--- config.mk ---
export PLATFORM = sky130hd
export DESIGN_NAME = seq_detector_param_flat
export DESIGN_NICKNAME = d
export VERILOG_FILES = /design/src/rtl/seq_detector_param_if.sv /design/src/rtl/seq_detector_param.sv /design/src/flat_wrapper.sv
export SDC_FILE = /design/constraint.sdc
export NUM_CORES = 1
export LEC_CHECK = 0
export ABC_AREA = 1
export CORE_MARGIN = 2
export CORE_UTILIZATION = 30
export DETAILED_ROUTE_END_ITERATION = 6
export DONT_BUFFER_PORTS = 1
export GPL_ROUTABILITY_DRIVEN = 0
export PLACE_DENSITY = 0.53
export SLEW_MARGIN = 20
export SYNTH_ARGS = -nofsm -noshare
export SYNTH_HDL_FRONTEND = slang
export SYNTH_SLANG_ARGS = --single-unit
--- constraint.sdc ---
create_clock -name clk -period 14.7 [get_ports clk]
set_input_delay 2.94 -clock clk [delete_from_list [all_inputs] [get_ports clk]]
set_output_delay 2.94 -clock clk [all_outputs]
set_load 0.05 [all_outputs]
--- src/rtl/seq_detector_param_if.sv ---
// Configuration, serial-bit and status signals of the programmable sequence detector.
// The testbench/host drives through master; the detector core attaches as slave.
interface seq_detector_param_if #(
  parameter int MAX_LEN = 8,
  parameter int LEN_W   = $clog2(MAX_LEN + 1),
  parameter int CNT_W   = 8
);
  logic               cfg_load;
  logic [MAX_LEN-1:0] cfg_pattern;
  logic [LEN_W-1:0]   cfg_len;
  logic               overlap_en;
  logic               data_valid;
  logic               data_in;
  logic               clr_count;
  logic               detected;
  logic [LEN_W-1:0]   state_out;
  logic [CNT_W-1:0]   match_count;
  logic               cfg_err;

  modport master (
    output cfg_load, cfg_pattern, cfg_len, overlap_en, data_valid, data_in, clr_count,
    input  detected, state_out, match_count, cfg_err
  );

  modport slave (
    input  cfg_load, cfg_pattern, cfg_len, overlap_en, data_valid, data_in, clr_count,
    output detected, state_out, match_count, cfg_err
  );
endinterface

--- src/rtl/seq_detector_param.sv ---
// Moore detector for a runtime-programmable 1..MAX_LEN bit pattern; state k is the matched-prefix length.
// detected is a decode of registered state (one cycle after the completing bit); no backpressure, bits consumed on data_valid.
module seq_detector_param #(
  parameter int                 MAX_LEN         = 8,
  parameter int                 LEN_W           = $clog2(MAX_LEN + 1),
  parameter int                 CNT_W           = 8,
  parameter logic [MAX_LEN-1:0] DEFAULT_PATTERN = 8'b0000_0101,
  parameter int                 DEFAULT_LEN     = 4
) (
  input logic                clk,
  input logic                reset,
  seq_detector_param_if.slave bus
);

  logic [MAX_LEN-1:0] r_pattern;
  logic [LEN_W-1:0]   r_len;
  logic [LEN_W-1:0]   r_k;
  logic [CNT_W-1:0]   r_cnt;
  logic               r_err;

  logic               w_full;
  logic               w_cfg_ok;
  logic [LEN_W-1:0]   w_base_k;
  logic [LEN_W-1:0]   w_next_k;
  logic               w_hit;
  int                 w_best;
  int                 w_idx;
  logic               w_ok;
  logic               w_sbit;

  assign w_full   = (r_k == r_len);
  assign w_cfg_ok = (bus.cfg_len != '0) && (bus.cfg_len <= LEN_W'(MAX_LEN));

  // State register
  always_ff @(posedge clk or posedge reset) begin
    if (reset) begin
      r_k <= '0;
    end else if (bus.cfg_load) begin
      if (w_cfg_ok) r_k <= '0;
    end else if (bus.data_valid) begin
      r_k <= w_next_k;
    end
  end

  // Next state: the candidate string is pattern[0..base-1] followed by the new bit;
  // the longest pattern prefix (<= len) that is a suffix of it wins. Non-overlap FULL restarts from empty.
  always_comb begin
    w_base_k = (w_full && !bus.overlap_en) ? '0 : r_k;
    w_best   = 0;
    w_idx    = 0;
    w_ok     = 1'b0;
    w_sbit   = 1'b0;
    for (int j = 1; j <= MAX_LEN; j++) begin
      if ((j <= int'(w_base_k) + 1) && (j <= int'(r_len))) begin
        w_ok = 1'b1;
        for (int i = 0; i < MAX_LEN; i++) begin
          if (i < j) begin
            w_idx = int'(w_base_k) + 1 - j + i;
            if (w_idx == int'(w_base_k)) begin
              w_sbit = bus.data_in;
            end else if (w_idx < MAX_LEN) begin
              w_sbit = r_pattern[w_idx];
            end else begin
              w_sbit = 1'b0;
            end
            if (w_sbit != r_pattern[i]) w_ok = 1'b0;
          end
        end
        if (w_ok) w_best = j;
      end
    end
    w_next_k = LEN_W'(w_best);
  end

  // Outputs: pure decode of registered state
  always_comb begin
    bus.detected    = w_full;
    bus.state_out   = r_k;
    bus.match_count = r_cnt;
    bus.cfg_err     = r_err;
  end

  always_ff @(posedge clk or posedge reset) begin
    if (reset) begin
      r_pattern <= DEFAULT_PATTERN;
      r_len     <= LEN_W'(DEFAULT_LEN);
      r_err     <= 1'b0;
    end else if (bus.cfg_load) begin
      if (w_cfg_ok) begin
        r_pattern <= bus.cfg_pattern;
        r_len     <= bus.cfg_len;
        r_err     <= 1'b0;
      end else begin
        r_err     <= 1'b1;
      end
    end
  end

  // A hit is any accepted bit that lands in FULL, including FULL -> FULL
  assign w_hit = bus.data_valid && !bus.cfg_load && (w_next_k == r_len);

  always_ff @(posedge clk or posedge reset) begin
    if (reset) begin
      r_cnt <= '0;
    end else if (bus.clr_count) begin
      r_cnt <= '0;
    end else if (w_hit && (r_cnt != {CNT_W{1'b1}})) begin
      r_cnt <= r_cnt + 1'b1;
    end
  end

endmodule

--- src/flat_wrapper.sv ---
// flat-port wrapper written by rule: the top's interface ports become plain ports
module seq_detector_param_flat 
#(
  parameter int                 MAX_LEN         = 8,
  parameter int                 LEN_W           = $clog2(MAX_LEN + 1),
  parameter int                 CNT_W           = 8,
  parameter logic [MAX_LEN-1:0] DEFAULT_PATTERN = 8'b0000_0101,
  parameter int                 DEFAULT_LEN     = 4
)
  (clk, reset, bus_cfg_load, bus_cfg_pattern, bus_cfg_len, bus_overlap_en, bus_data_valid, bus_data_in, bus_clr_count, bus_detected, bus_state_out, bus_match_count, bus_cfg_err);
  seq_detector_param_if #(.MAX_LEN(MAX_LEN), .LEN_W(LEN_W), .CNT_W(CNT_W)) bus_i ();
  input logic clk;
  input logic reset;
  input wire logic [$bits(bus_i.cfg_load)-1:0] bus_cfg_load;
  input wire logic [$bits(bus_i.cfg_pattern)-1:0] bus_cfg_pattern;
  input wire logic [$bits(bus_i.cfg_len)-1:0] bus_cfg_len;
  input wire logic [$bits(bus_i.overlap_en)-1:0] bus_overlap_en;
  input wire logic [$bits(bus_i.data_valid)-1:0] bus_data_valid;
  input wire logic [$bits(bus_i.data_in)-1:0] bus_data_in;
  input wire logic [$bits(bus_i.clr_count)-1:0] bus_clr_count;
  output wire logic [$bits(bus_i.detected)-1:0] bus_detected;
  output wire logic [$bits(bus_i.state_out)-1:0] bus_state_out;
  output wire logic [$bits(bus_i.match_count)-1:0] bus_match_count;
  output wire logic [$bits(bus_i.cfg_err)-1:0] bus_cfg_err;
  assign bus_i.cfg_load = bus_cfg_load;
  assign bus_i.cfg_pattern = bus_cfg_pattern;
  assign bus_i.cfg_len = bus_cfg_len;
  assign bus_i.overlap_en = bus_overlap_en;
  assign bus_i.data_valid = bus_data_valid;
  assign bus_i.data_in = bus_data_in;
  assign bus_i.clr_count = bus_clr_count;
  assign bus_detected = bus_i.detected;
  assign bus_state_out = bus_i.state_out;
  assign bus_match_count = bus_i.match_count;
  assign bus_cfg_err = bus_i.cfg_err;
  seq_detector_param #(.MAX_LEN(MAX_LEN), .LEN_W(LEN_W), .CNT_W(CNT_W), .DEFAULT_PATTERN(DEFAULT_PATTERN), .DEFAULT_LEN(DEFAULT_LEN)) u_core (.clk(clk), .reset(reset), .bus(bus_i));
endmodule
Word level (Yosys, flattened, before mapping)
Cells that the tools add are included.

Input port bits: 19. Output and inout bits: 14. Bits in registers: 25.

$lt $le $gt $ge: 89. Muxes and demuxes: 283. Equal/unequal tests: 76. Add/sub/neg operators: 38. Reductions and logical operators: 20.

Operators by type and width (number): $lt A32 B5 Y1 const B (72); $eq A32 B5 Y1 (36); $add A32 B3 Y32 const B (11); $add A32 B4 Y32 const B (10); $mux W1 (227); $add A32 B2 Y32 const B (7); $le A4 B32 Y1 const A (4); $sub A32 B4 Y32 const B (4); $bmux W1 S3 (36); $mux W4 (17); $le A3 B32 Y1 const A (2); $sub A32 B3 Y32 const B (2); $ne A1 B1 Y1 (36); $le A2 B32 Y1 const A (1); $le A5 B32 Y1 const A (1); $sub A32 B2 Y32 const B (1); $sub A32 B5 Y32 const B (1); $le A3 B4 Y1 const A (4); $mux W8 (2); $logic_and A1 B1 Y1 (13); $add A8 B1 Y8 const B (1); $eq A4 B4 Y1 (2); $le A2 B4 Y1 const A (2); $ne A8 B8 Y1 const B (1); 10 further kinds (13).

Logic depth before layout (Yosys ltp)
Gate-level depths: netlist (run 1).

Word-level depth: 35. Gate-level depth with buffers: 42. Gate-level depth less buffers: 40.

Least setup slack after synthesis (run 1)
OpenSTA, ideal clock, no wires.

Kind: input to register. Start point: input bus_overlap_en. End point: register u_core.r_cnt[3] (netlist: u_core.bus.match_count[3]). Stages: 29. Required time: 14.579 ns. Arrival time: 8.476 ns. Path buffers: 1. Setup slack: 6.104 ns. Cells stage by stage: inv_1 nand3_4 nand2_2 inv_1 ha_1 nand2_1 ha_1 clkbuf_1 nand2_1 inv_1 ha_1 inv_1 o21ai_0 inv_1 ha_1 or4_1 nor2_1 nand3_1 nor3_1 a21o_1 nand2_1 xor2_1 nand3_2 a21oi_1 nand2_1 a21oi_4 nand2_4 nand3_1 nand2_1.

Cells in the longest elaborated chain, start to end: 34. Elaborated cells between the ends (all ways): 444. Those cells by class: 37 x add/sub; 44 x order compare; 73 x eq/ne; 277 x mux; 13 x reduce/logical.

RTL lines: from (decl) (RTL line flat_wrapper.sv:17) `input wire logic [$bits(bus_i.overlap_en)-1:0] bus_overlap_en;`; $logic_not A1 Y1 * (RTL line seq_detector_param.sv:48) `w_base_k = (w_full && !bus.overlap_en) ? '0 : r_k;`; $logic_and A1 B1 Y1 * (RTL line seq_detector_param.sv:48); $mux W4 * (RTL line seq_detector_param.sv:48); parallel branches: the longest is 26 deep, another holds $sub A32 B3 Y32; $mux W4 * (RTL line seq_detector_param.sv:54) `if ((j <= int'(w_base_k) + 1) && (j <= int'(r_len))) begin`; $eq A4 B4 Y1 * (RTL line seq_detector_param.sv:100) `assign w_hit = bus.data_valid && !bus.cfg_load && (w_next_k == r_len);`; $logic_and A1 B1 Y1 * (RTL line seq_detector_param.sv:100); $logic_and A1 B1 Y1 * (RTL line seq_detector_param.sv:107) `end else if (w_hit && (r_cnt != {CNT_W{1'b1}})) begin`; $reduce_bool A2 Y1 (no source line) *; to (signal assigned) (RTL line seq_detector_param.sv:108) `r_cnt <= r_cnt + 1'b1;`; to (decl) (RTL line seq_detector_param.sv:18) `logic [CNT_W-1:0] r_cnt;`.

Mark *: on every way between the ends. The select of a mux whose other input is x is not followed. A chain may end at the register's enable or synchronous reset.

Worst setup path after layout (run 1)
Start point: input bus_overlap_en. End point: register u_core.r_cnt[0] (netlist: u_core.bus.match_count[0]).

The elaborated chain is that of the path after synthesis.

==> results of run 1 <==
[metal layers]
layer,vias up,track usage,part of all wire
li1,3789,-,-
met1,3410,0.265,0.46
met2,252,0.320,0.45
met3,46,0.0242,0.061
met4,0,0.0516,0.027
met5,-,0,0
[worst reg2reg max path: cells and delay by family, from the launching register on]
| kind | cells | cell delay [ns] |
|---|---|---|
| simple gates | 18 | 3.22 |
| fa+ha+maj | 4 | 1.25 |
| buf+inv | 4 | 1.23 |
| flops | 1 | 0.74 |
| compound gates | 3 | 0.58 |
| xor+xnor | 1 | 0.20 |
[cell type report]
cell class / instances / area share
multi-input combinational: 964 / 0.771
inverter: 150 / 0.0779
tap: 285 / 0.0493
clock inverter: 1 / 0.00121
timing repair buffer: 3 / 0.00312
clock buffer: 3 / 0.0104
sequential: 25 / 0.0871
[logic make-up after synthesis]
logic type,Yosys count,share of synthesized area
xor gates and xnor gates,35,0.0447
buffers and inverters,171,0.0972
DFF,25,0.0917
AOI/OAI and AO/OA,148,0.127
and+or+nand+nor,667,0.432
muxes,1,0.00146
adders and majority gates,113,0.206
[placed cells by master (no fill, tap or decap), drive strengths merged, types with 2 or more instances in the layout]
master,n
dfrtp,22
nor2,137
o21bai,2
nor4b,2
a31oi,2
clkinv,5
nor4,11
xor2,30
o2111ai,3
o21ai,87
o211ai,13
dfstp,3
buf,3
clkbuf,3
o22ai,5
a22oi,2
xnor2,5
nand3,106
ha,113
nand2,351
or4,2
a21oi,27
nor3,15
or2,3
inv,146
nand4,35
nand3b,3
[sequential cells by signal, indices dropped and copies added, names as in the netlist]
name and count:
u_core.bus.cfg_err 1, u_core.r_len 4, u_core.bus.match_count 8, u_core.bus.state_out 4, u_core.r_pattern 8
[final timing paths]
check	from	end	slack, ns	depth (start not counted)
worst max-delay path	bus_overlap_en	u_core.bus.match_count[0]	5.95	27
worst min-delay path	u_core.r_len[2]	u_core.r_len[2]	0.56	2
worst max register to register	u_core.bus.state_out[3]	u_core.bus.match_count[0]	7.37	30
worst min register to register	u_core.r_len[2]	u_core.r_len[2]	0.56	2
max in group asynchronous	reset	u_core.bus.match_count[0]	11.35	1
min in group asynchronous	reset	u_core.bus.cfg_err	2.77	1
[stage by stage]
step | total power, mW | setup slack, ns | cell area (µm²) | hold slack [ns] | std cells
2_1_floorplan | 1.08 | 6.10 | 6860 | 0.497 | 1160
3_3_place_gp | 1.41 | 5.86 | 7140 | 0.554 | 1427
3_5_place_dp | 1.41 | 5.74 | 7140 | 0.558 | 1427
4_1_cts | 1.48 | 5.99 | 7230 | 0.570 | 1431
5_1_grt | 1.68 | 5.49 | 7230 | 0.600 | 1431
6_report | 1.50 | 5.95 | 7230 | 0.560 | 1431
[power groups by stage]
| stage | logic [mW] | registers (mW) | clock network [mW] |
|---|---|---|---|
| finish | 1.32 | 0.108 | 0.0628 |
| global route | 1.50 | 0.109 | 0.0675 |
| CTS | 1.31 | 0.108 | 0.0647 |
| detailed placement | 1.30 | 0.109 | 0 |
| global placement | 1.30 | 0.110 | 0 |
| floorplan | 0.986 | 0.0979 | 0 |
==> flow_summary.json, run 1 <==
{
  "ys.flop_type": "dfrtp_1",
  "cap_violations": 0,
  "dieArea_mm2": 0.0241,
  "port_buffers": 0,
  "cts_tree": "built",
  "grt_pass1_wl_mm": 37.3,
  "min_period_ns": 8.75,
  "power_frac_seq": 0.072,
  "drt-pass1-iter-count": 6,
  "drive_above_1_share": 0.0497,
  "overflow": 0,
  "critPathBufInv": 4,
  "yosys_warnings": 0,
  "io_pins": 33,
  "synth_cell_type_count": 55,
  "syn_area_mm2": 0.00686,
  "max_slew.worst_pin.slew_ns": 0.940,
  "fp.dieH_um": 155,
  "p_leak_nw": 3.73,
  "cts_inserted_buffers": 3,
  "hold_class": "flip-flop to flip-flop",
  "grt_usage": 0.193,
  "p_comb_frac": 0.886,
  "cts_setup_buffers": 0,
  "multiInputGateArea_mm2": 0.00557,
  "grt_pass1_vias": 6890,
  "fmax_mhz": 114,
  "synth-seq-cells": 25,
  "drc_errors": 0,
  "diodes": 0,
  "cts.path.max_buffers": 2,
  "synth_most_common_cell": "nand2_1",
  "synth_top_area_cell": "ha_1",
  "clockRootBuffer": "clkbuf_16",
  "clockPowerShare": 0.042,
  "slew_headroom": 0.373,
  "synth-edff-count": 0,
  "num-nets-final": 1279,
  "antenna_found_initial": 0,
  "critPathLaunchType": "primary input",
  "synth_top_area_share": 0.206,
  "synth_common_cells": "331 x nand2_1, 140 x inv_1, 131 x nor2_1",
  "syn-num-nets": 1292,
  "syn2layout_area_growth_pct": 5.36,
  "drtIter0Drc": 707,
  "status": "completed",
  "hold_violations": 0,
  "setup_violations": 0,
  "critPathMaxFanout": 53,
  "vias_per_cell": 5.24,
  "final-seq-area_um2": 629,
  "internal-power_mw": 0.550,
  "cts.sinks": 25,
  "crit_path_end_kind": "flip-flop",
  "dpl.hpwl_mm": 19.0,
  "power_density_mw_per_mm2": 207,
  "cp_slowest_stage_delay_ns": 0.56,
  "postSynth.asyncResetShare": 1.00,
  "rows": 55,
  "crit_family": "simple AND/OR/NAND/NOR gates",
  "fin_skew_ns": 0.00557,
  "finalMaxSlewViolations": 0,
  "worst_path_max_delay_cell": "nand2_1",
  "worst_ep_required_time_ns": 14.85,
  "cts_resized": 0,
  "core-area_mm2": 0.0226,
  "synthTopCellsByArea": "ha_1 21%, nand2_1 18%, dfrtp_1 8.0%",
  "ant_nets": 0,
  "cp_data_arrival_time_ns": 8.90,
  "cpMostUsedCell": "nand2_1",
  "fp.dieW_um": 155,
  "clk_latency_ns": 0.26,
  "drt_wl_total_mm": 23.6,
  "fill_cells": 2554,
  "routed-via-count": 7497,
  "cts_hold_buffers": 0,
  "syn-mean-instance-area_um2": 5.91,
  "postSynthCellCount": 1160,
  "fin_util": 0.320,
  "p_sw_mw": 0.946,
  "grt_max_degree": 54,
  "period_share": 0.595,
  "criticalPathCategory": "primary input to flip-flop",
  "rsz0062_at_grt": "false",
  "seq_area_frac_synth": 0.0917,
  "switching_share": 0.632,
  "peakVddDrop_v": 0.0000707,
  "initial_core_util": 0.304,
  "clkTransAtPathRegs_ns": 0.07,
  "wl_per_cell_um": 16.5,
  "tns_ns": 0,
  "h-tree-depth": 1
}
Note: power is estimated with default switching activity, not from simulation.
==> run 2: changes to the inputs <==
==> constraint.sdc (replaced) <==
create_clock -name clk -period 9.05 [get_ports clk]
set_input_delay 1.81 -clock clk [delete_from_list [all_inputs] [get_ports clk]]
set_output_delay 1.81 -clock clk [all_outputs]
set_load 0.05 [all_outputs]
==> run 2 against run 1 <==
  * First-iteration DRC count fell by 3.3%
  * Register-to-register slack got worse by 5.5 ns
  * Flip-flop and latch count did not move
  * Design area barely moved
  * Count of clock-buffer cells in the layout did not move
  * Cell count barely moved
  * Critical path depth fell by 1
  * Global-route usage rose by 0.29 points
  * Combinational power rose by 64%
  * Die area did not move
  * Critical path type unchanged
  * Critical endpoint is now u_core.bus.match_count[5]
  * Largest power group unchanged
==> flow_summary.json, run 2 (synthesis results as in run 1) <==
{
  "cap_violations": 0,
  "core-area_mm2": 0.0226,
  "drc_errors": 0,
  "clk_latency_ns": 0.26,
  "fill_cells": 2565,
  "cts.path.max_buffers": 2,
  "top_layer": "met4",
  "wl_met1_mm": 11.2,
  "rows": 55,
  "worst_ep_required_time_ns": 9.20,
  "drive_above_1_share": 0.0506,
  "max_slew.worst_pin.slew_ns": 0.969,
  "dieArea_mm2": 0.0241,
  "wl_per_cell_um": 16.7,
  "met2_length_mm": 10.4,
  "hold_violations": 0,
  "io_pins": 33,
  "num-nets-final": 1280,
  "cts_tree": "built",
  "routed-wl-met3_mm": 1.45,
  "ant_nets": 0,
  "p_leak_nw": 3.73,
  "fmax_mhz": 133,
  "min_period_ns": 7.50,
  "critPathLaunchType": "primary input",
  "cts_resized": 0,
  "drt-pass1-iter-count": 6,
  "drtIter0Drc": 684,
  "criticalPathCategory": "primary input to flip-flop",
  "h-tree-depth": 1,
  "power_density_mw_per_mm2": 339,
  "dpl.hpwl_mm": 19.1,
  "cts_inserted_buffers": 3,
  "p_total_mw": 2.45,
  "grt_usage": 0.196,
  "grt_pass1_vias": 7019,
  "overflow": 0,
  "grt_pass1_wl_mm": 37.8,
  "cts_setup_buffers": 0,
  "clockRootBuffer": "clkbuf_16",
  "setup_violations": 0,
  "cp_data_arrival_time_ns": 7.65,
  "drt_wl_total_mm": 23.9,
  "hold_class": "flip-flop to flip-flop",
  "routed-via-count": 7579,
  "initial_core_util": 0.304,
  "antenna_found_initial": 0,
  "rsz0062_at_grt": "false",
  "multiInputGateArea_mm2": 0.00557,
  "vias_per_cell": 5.29,
  "fp.dieW_um": 155,
  "cts.sinks": 25,
  "period_share": 0.828,
  "slew_headroom": 0.353,
  "diodes": 0,
  "status": "completed",
  "finalMaxSlewViolations": 0,
  "critPathMaxFanout": 40,
  "port_buffers": 0,
  "cts_hold_buffers": 0,
  "clkTransAtPathRegs_ns": 0.07,
  "fp.dieH_um": 155,
  "peakVddDrop_v": 0.000138,
  "fin_skew_ns": 0.00548,
  "syn2layout_area_growth_pct": 5.45,
  "crit_path_end_kind": "flip-flop",
  "grt_max_degree": 41,
  "tns_ns": 0,
  "final-seq-area_um2": 629,
  "layout_common_cells": "331 x nand2_1, 140 x inv_1, 131 x nor2_1, 112 x ha_1, 102 x nand3_1",
  "mostFrequentLayoutCell": "nand2_1"
}
run 2: report_power, final:
| group | switching (mW) | total (mW) | internal [mW] |
|---|---|---|---|
| registers | 0.0496 | 0.176 | 0.126 |
| logic | 1.46 | 2.17 | 0.709 |
| clock network | 0.0402 | 0.100 | 0.0600 |
run 2: critical path, cell delays in order:
cell and delay, ns:
inv_1 0.07, nand3_4 0.17, nand2_4 0.33, inv_2 0.19, ha_1 0.34, nand2_1 0.54
ha_2 0.65, buf_4 0.49, ha_1 0.44, clkinv_1 0.34, nor2_1 0.32, o211ai_1 0.14
a221oi_1 0.21, nor2_1 0.07, nand2_1 0.07, nand3b_1 0.11, xor2_1 0.16, nor2_1 0.10
nand3_1 0.15, and2_1 0.20, nand2_1 0.07, nand2_2 0.07, a21oi_4 0.30, nand2_4 0.13
nand3_1 0.09, nand2_1 0.06
run 2: worst paths after layout:
path,slack (ns),cells past startpoint,from,end
worst max-delay path,1.55,26,bus_overlap_en,u_core.bus.match_count[5]
worst min register to register,0.56,2,u_core.r_len[2],u_core.r_len[2]
worst min-delay path,0.56,2,u_core.r_len[2],u_core.r_len[2]
worst max register to register,1.85,29,u_core.bus.state_out[3],u_core.bus.match_count[5]
min in group asynchronous,1.66,1,reset,u_core.r_len[3]
max in group asynchronous,6.80,1,reset,u_core.bus.state_out[3]
run 2: metal layers:
layer / GRT usage / up-vias
met5: 0 / -
met4: 0.0686 / 0
met3: 0.0187 / 53
met2: 0.312 / 268
met1: 0.275 / 3454
li1: - / 3804
run 2: layout make-up:
cell class	count	share of cell area
flip-flops and latches	25	0.0870
clock inverters	1	0.00104
repair buffers	4	0.00415
well taps	285	0.0493
multi-input cells	964	0.770
clock buffers	3	0.0104
inverters	150	0.0778
run 2: through the flow:
step	worst slack (ns)	instance area, µm²	util	hold WS, ns	cells
6_report	1.55	7230	0.321	0.557	1432
5_1_grt	1.08	7230	0.321	0.619	1432
4_1_cts	1.62	7230	0.321	0.564	1432
3_5_place_dp	1.35	7150	0.317	0.553	1428
3_3_place_gp	1.54	7150	0.317	0.549	1428
2_1_floorplan	1.58	6860	-	0.497	1160
